File: src/rtl/id_ex_stage.sv
// ID/EX pipeline register with load-use / RAW hazard detection and EX operand bypass.
// Optional feature macro: IDEX_FORWARD_EN
//   defined   -> operands forwarded from EX/MEM and MEM/WB, stall only on load-use
//   undefined -> operands taken straight from the register file, stall on any RAW match
module id_ex_stage (
    input  logic        clk,
    input  logic        rstn,
    input  logic        id_valid,
    input  logic [31:0] id_pc,
    input  logic [31:0] id_rs1_data,
    input  logic [31:0] id_rs2_data,
    input  logic [31:0] id_imm,
    input  logic [4:0]  id_rs1,
    input  logic [4:0]  id_rs2,
    input  logic [4:0]  id_rd,
    input  logic        id_use_rs1,
    input  logic        id_use_rs2,
    input  logic [4:0]  id_aluop,
    input  logic        id_alusrc,
    input  logic        id_regwrite,
    input  logic        id_memread,
    input  logic        id_memwrite,
    input  logic [1:0]  id_wdsel,
    input  logic [4:0]  exmem_rd,
    input  logic        exmem_regwrite,
    input  logic [31:0] exmem_aluout,
    input  logic [4:0]  memwb_rd,
    input  logic        memwb_regwrite,
    input  logic [31:0] memwb_wdata,
    input  logic        flush,
    output logic        stall,
    output logic        ex_valid,
    output logic [31:0] ex_pc,
    output logic [31:0] ex_A,
    output logic [31:0] ex_B,
    output logic [4:0]  ex_aluop,
    output logic [31:0] ex_store_data,
    output logic [4:0]  ex_rd,
    output logic        ex_regwrite,
    output logic        ex_memread,
    output logic        ex_memwrite,
    output logic [1:0]  ex_wdsel
);

    localparam logic [4:0] ALUOP_NOP = 5'd0;

    logic        r_valid;
    logic [31:0] r_pc;
    logic [31:0] r_rs1_data;
    logic [31:0] r_rs2_data;
    logic [31:0] r_imm;
    logic [4:0]  r_rs1;
    logic [4:0]  r_rs2;
    logic [4:0]  r_rd;
    logic [4:0]  r_aluop;
    logic        r_alusrc;
    logic        r_regwrite;
    logic        r_memread;
    logic        r_memwrite;
    logic [1:0]  r_wdsel;

    logic        hazard;
    logic        bubble;
    logic [31:0] fa;
    logic [31:0] fb;

`ifdef IDEX_FORWARD_EN
    // Youngest producer wins; x0 is never a bypass target.
    function automatic logic [31:0] fwd_operand(input logic [4:0] rs, input logic [31:0] reg_data);
        logic [31:0] val;
        val = reg_data;
        if (rs != 5'd0) begin
            if (exmem_regwrite && (exmem_rd == rs))
                val = exmem_aluout;
            else if (memwb_regwrite && (memwb_rd == rs))
                val = memwb_wdata;
        end
        return val;
    endfunction
`else
    // A nonzero source register still has a write in flight somewhere downstream.
    function automatic logic raw_match(input logic [4:0] rs);
        return (rs != 5'd0) &&
               ((r_valid && r_regwrite && (r_rd == rs)) ||
                (exmem_regwrite && (exmem_rd == rs)) ||
                (memwb_regwrite && (memwb_rd == rs)));
    endfunction

    logic unused_bypass;
    assign unused_bypass = ^{exmem_aluout, memwb_wdata};
`endif

    // Hazard detection: decide whether the ID instruction must wait, and whether EX gets a bubble.
    always_comb begin
        hazard = 1'b0;
`ifdef IDEX_FORWARD_EN
        hazard = id_valid & r_valid & r_memread & (r_rd != 5'd0) &
                 ((id_use_rs1 & (id_rs1 == r_rd)) | (id_use_rs2 & (id_rs2 == r_rd)));
`else
        hazard = id_valid & ((id_use_rs1 & raw_match(id_rs1)) | (id_use_rs2 & raw_match(id_rs2)));
`endif
        stall  = hazard & ~flush & rstn;
        bubble = stall | flush | ~id_valid;
    end

    // ID/EX register: data fields always follow ID, control fields collapse to a bubble when killed.
    always_ff @(posedge clk or negedge rstn) begin
        if (!rstn) begin
            r_valid    <= 1'b0;
            r_pc       <= 32'd0;
            r_rs1_data <= 32'd0;
            r_rs2_data <= 32'd0;
            r_imm      <= 32'd0;
            r_rs1      <= 5'd0;
            r_rs2      <= 5'd0;
            r_rd       <= 5'd0;
            r_aluop    <= ALUOP_NOP;
            r_alusrc   <= 1'b0;
            r_regwrite <= 1'b0;
            r_memread  <= 1'b0;
            r_memwrite <= 1'b0;
            r_wdsel    <= 2'd0;
        end else begin
            r_pc       <= id_pc;
            r_rs1_data <= id_rs1_data;
            r_rs2_data <= id_rs2_data;
            r_imm      <= id_imm;
            r_rs1      <= id_rs1;
            r_rs2      <= id_rs2;
            r_alusrc   <= id_alusrc;
            if (bubble) begin
                r_valid    <= 1'b0;
                r_rd       <= 5'd0;
                r_aluop    <= ALUOP_NOP;
                r_regwrite <= 1'b0;
                r_memread  <= 1'b0;
                r_memwrite <= 1'b0;
                r_wdsel    <= 2'd0;
            end else begin
                r_valid    <= 1'b1;
                r_rd       <= id_rd;
                r_aluop    <= id_aluop;
                r_regwrite <= id_regwrite;
                r_memread  <= id_memread;
                r_memwrite <= id_memwrite;
                r_wdsel    <= id_wdsel;
            end
        end
    end

    // Operand selection for the EX stage from registered state and the bypass buses.
    always_comb begin
`ifdef IDEX_FORWARD_EN
        fa = fwd_operand(r_rs1, r_rs1_data);
        fb = fwd_operand(r_rs2, r_rs2_data);
`else
        fa = r_rs1_data;
        fb = r_rs2_data;
`endif
    end

    assign ex_valid      = r_valid;
    assign ex_pc         = r_pc;
    assign ex_A          = fa;
    assign ex_B          = r_alusrc ? r_imm : fb;
    assign ex_store_data = fb;
    assign ex_aluop      = r_aluop;
    assign ex_rd         = r_rd;
    assign ex_regwrite   = r_regwrite & r_valid;
    assign ex_memread    = r_memread & r_valid;
    assign ex_memwrite   = r_memwrite & r_valid;
    assign ex_wdsel      = r_wdsel;

endmodule

File: config.mk
export PLATFORM = sky130hd
export DESIGN_NAME = id_ex_stage
export DESIGN_NICKNAME = d
export VERILOG_FILES = /design/src/rtl/id_ex_stage.sv
export SDC_FILE = /design/constraint.sdc
export NUM_CORES = 1
export LEC_CHECK = 0
export CORE_AREA = 2 2 146 148
export DETAILED_ROUTE_END_ITERATION = 6
export DIE_AREA = 0 0 148 150
export HOLD_SLACK_MARGIN = 0.12
export SYNTH_ARGS = -nofsm -noshare
export SYNTH_HDL_FRONTEND = slang
export SYNTH_SLANG_ARGS = --single-unit
export TNS_END_PERCENT = 20
File: constraint.sdc
create_clock -name clk -period 4.04 [get_ports clk]
set_input_delay 1.212 -clock clk [delete_from_list [all_inputs] [get_ports clk]]
set_output_delay 1.212 -clock clk [all_outputs]
set_load 0.05 [all_outputs]
==> metrics <==
die area ~22,000 um^2; length in cells of the worst reg-to-reg path 6; max-slew headroom at the worst pin 37.77%; GPL Wtd Cong 0.7981; CTS Hold Bufs 0; Initial Utilization 22.01%; critical path arrival 2.77 ns; Tcrit/Tclk final a little over nine tenths; worst slack, placed -0.3091 ns; core area 20,690 um^2; Nets 843; setup bufs post-CTS 0; final hold violation count 0; first-pass GRT wire length approximately 23 mm; CP endpoint kind primary output; worst-margin pin slew around 0.93 ns; I/O Pins 381; PnR worst setup slack 0.05928 ns; Clock Skew 0.005372 ns; die width 148 um; # setup viols final 0; min Tclk post-route about 4 ns; worst hold path class in -> async; Yosys reg bits ~150; Mapped Area approximately 4600 um^2; Ys Warns 0; Final Max Tran Viols 0; Unique masters post-synth 25; Num CTS Buffers 17; port bufs 316; Reg-to-Reg End ex_wdsel[1]; CTS sink count 145; commonest non-fill, non-tap cell in the layout clkdlybuf4s50_1; Syn Area/Cell 17.86 um^2; Max Fanout on Critical Path 3; drt total wl 15.26 mm; syn_nets 491; Worst EP required 2.83 ns; Iteration-0 DRC Markers 79; most frequent cells in the layout clkdlybuf4s50_1 (288), dfrtp_1 (145), mux2_2 (32), buf_4 (29), xor2_1 (23); share of layout cells above drive strength 1 17.45%; synthesis-to-layout area growth 92.28%; CP Launch Type input port; fmax around 0.25 GHz; Design Area, Final 8757 um^2; register area share after synthesis 79.67%; initial antenna violation count 0; antenna viol nets, final 0; R2R Setup Slk roughly 2.3 ns; largest net degree at the start of global routing between 70 and 80; Vias/cell 3.855; pwr dens approximately 440 nW/um^2; Rows 53; chip height 150 um; Total GRT Usage 13.94%; H-tree depth 4; residual DRC count 0; # Max-Cap Violations 0; Setup Crit Path Kind in -> out; wire per inst 17.06 um; TritonCTS clock tree built; crit path launch id_rs1[0]; ANT cells 0; Clock Tree Buf Depth 2; placed inst area between 8000 and 9000 um^2; worst vdd ir between 200 and 300 uV; GRT Residual Overflow 0; vias in the first global route 4,069; Clock transition at path regs about 0.06 ns; Pleak approximately 3.8 nW; Clk Latency, worst-skew pair roughly 0.40 ns; status completed; Post-Syn Instances 255; Reg2Reg Launch Point ex_rd[3]; dpl hpwl 11.85 mm; router iterations before antenna repair 4; DR vias 3,446; Root Buffer clkbuf_16
==> synthesized netlist by cell type (all sizes together) <==
cell / n / area share (%)
a211oi: 1 / 0.16
a221oi: 1 / 0.19
a2bb2oi: 1 / 0.33
and2: 3 / 0.44
and2b: 1 / 0.19
and3: 17 / 2.5
buf: 4 / 0.49
clkbuf: 2 / 0.16
dfrtp: 145 / 80
inv: 3 / 0.25
mux2: 32 / 7.9
nand2: 1 / 0.082
nand3: 4 / 0.44
nor2b: 1 / 0.14
nor4: 6 / 0.82
o211ai: 1 / 0.16
o22ai: 1 / 0.14
o311a: 1 / 0.22
or3: 1 / 0.14
or4: 1 / 0.16
xnor2: 5 / 0.96
xor2: 23 / 4.4
==> report_power, final <==
group          leakage (nW)  internal, mW  switching [mW]
registers              1.72          1.52          0.0298
logic                  1.77         0.322           0.428
clock network         0.273         0.880           0.636
==> per-stage QoR <==
step	std cells	TNS, ns	hold WS, ns	utilization (%)	total power [mW]
floorplan	255	0	0.9164	-	1.930
CTS	894	0	0.5990	42.35	3.884
detailed placement	863	-0.3091	1.047	39.57	2.342
finish	894	0	0.6186	42.33	3.819
global placement	863	-0.2798	1.046	39.57	2.335
global route	894	-0.04258	0.5967	42.33	3.987
==> worst max-delay path by stage <==
stage / slack, ns / endpoint / cells after the start
2_1_floorplan: 0.32 / stall / 4
3_3_place_gp: -0.28 / stall / 6
3_5_place_dp: -0.31 / stall / 8
4_1_cts: 0.006 / stall / 6
5_1_grt: -0.04 / stall / 9
6_report: 0.06 / stall / 9
==> registers in the layout, indices dropped and copies added, names as in the netlist <==
register	cells
ex_aluop	5
ex_pc	32
ex_store_data	32
ex_A	32
r_memread	1
ex_rd	5
ex_valid	1
r_regwrite	1
r_alusrc	1
r_imm	32
r_memwrite	1
ex_wdsel	2
==> cell families after synthesis <==
family / Yosys count / synth area share (%)
buf+inv: 9 / 0.9066
flops: 145 / 79.67
mux: 32 / 7.912
simple gates: 35 / 4.918
compound gates: 6 / 1.209
xor+xnor: 28 / 5.385
==> area by class of cell <==
| cell class | count | area (um^2) |
|---|---|---|
| multi-input cells | 101 | 908.4 |
| fillers | 1987 | 11930 |
| flip-flops and latches | 145 | 3628 |
| clock inverters | 11 | 122.6 |
| clock buffers | 20 | 446.7 |
| inverters | 3 | 11.26 |
| well taps | 275 | 344.1 |
| repair buffers | 339 | 3296 |
==> critical path, cell delays in order <==
cell	delay [ns]
dlygate4sd2_1	0.26
buf_4	0.15
xor2_1	0.17
nor4_2	0.33
nand3_1	0.12
nand3_1	0.10
a2bb2oi_2	0.07
and2b_2	0.22
buf_8	0.14
==> layer usage <==
metal	up-vias	part of all wire [%]	GRT usage, %
li1	1566	-	-
met1	1700	38	15.64
met2	170	53	24.07
met3	10	8.2	6.220
met4	0	0.96	3.952
met5	-	0	0
==> repair_timing <==
action	4_1_cts	5_1_grt
gates resized for setup	27	7
pin swaps	12	9
setup endpoints to repair	1	1
(Power assumes the default switching activity.)
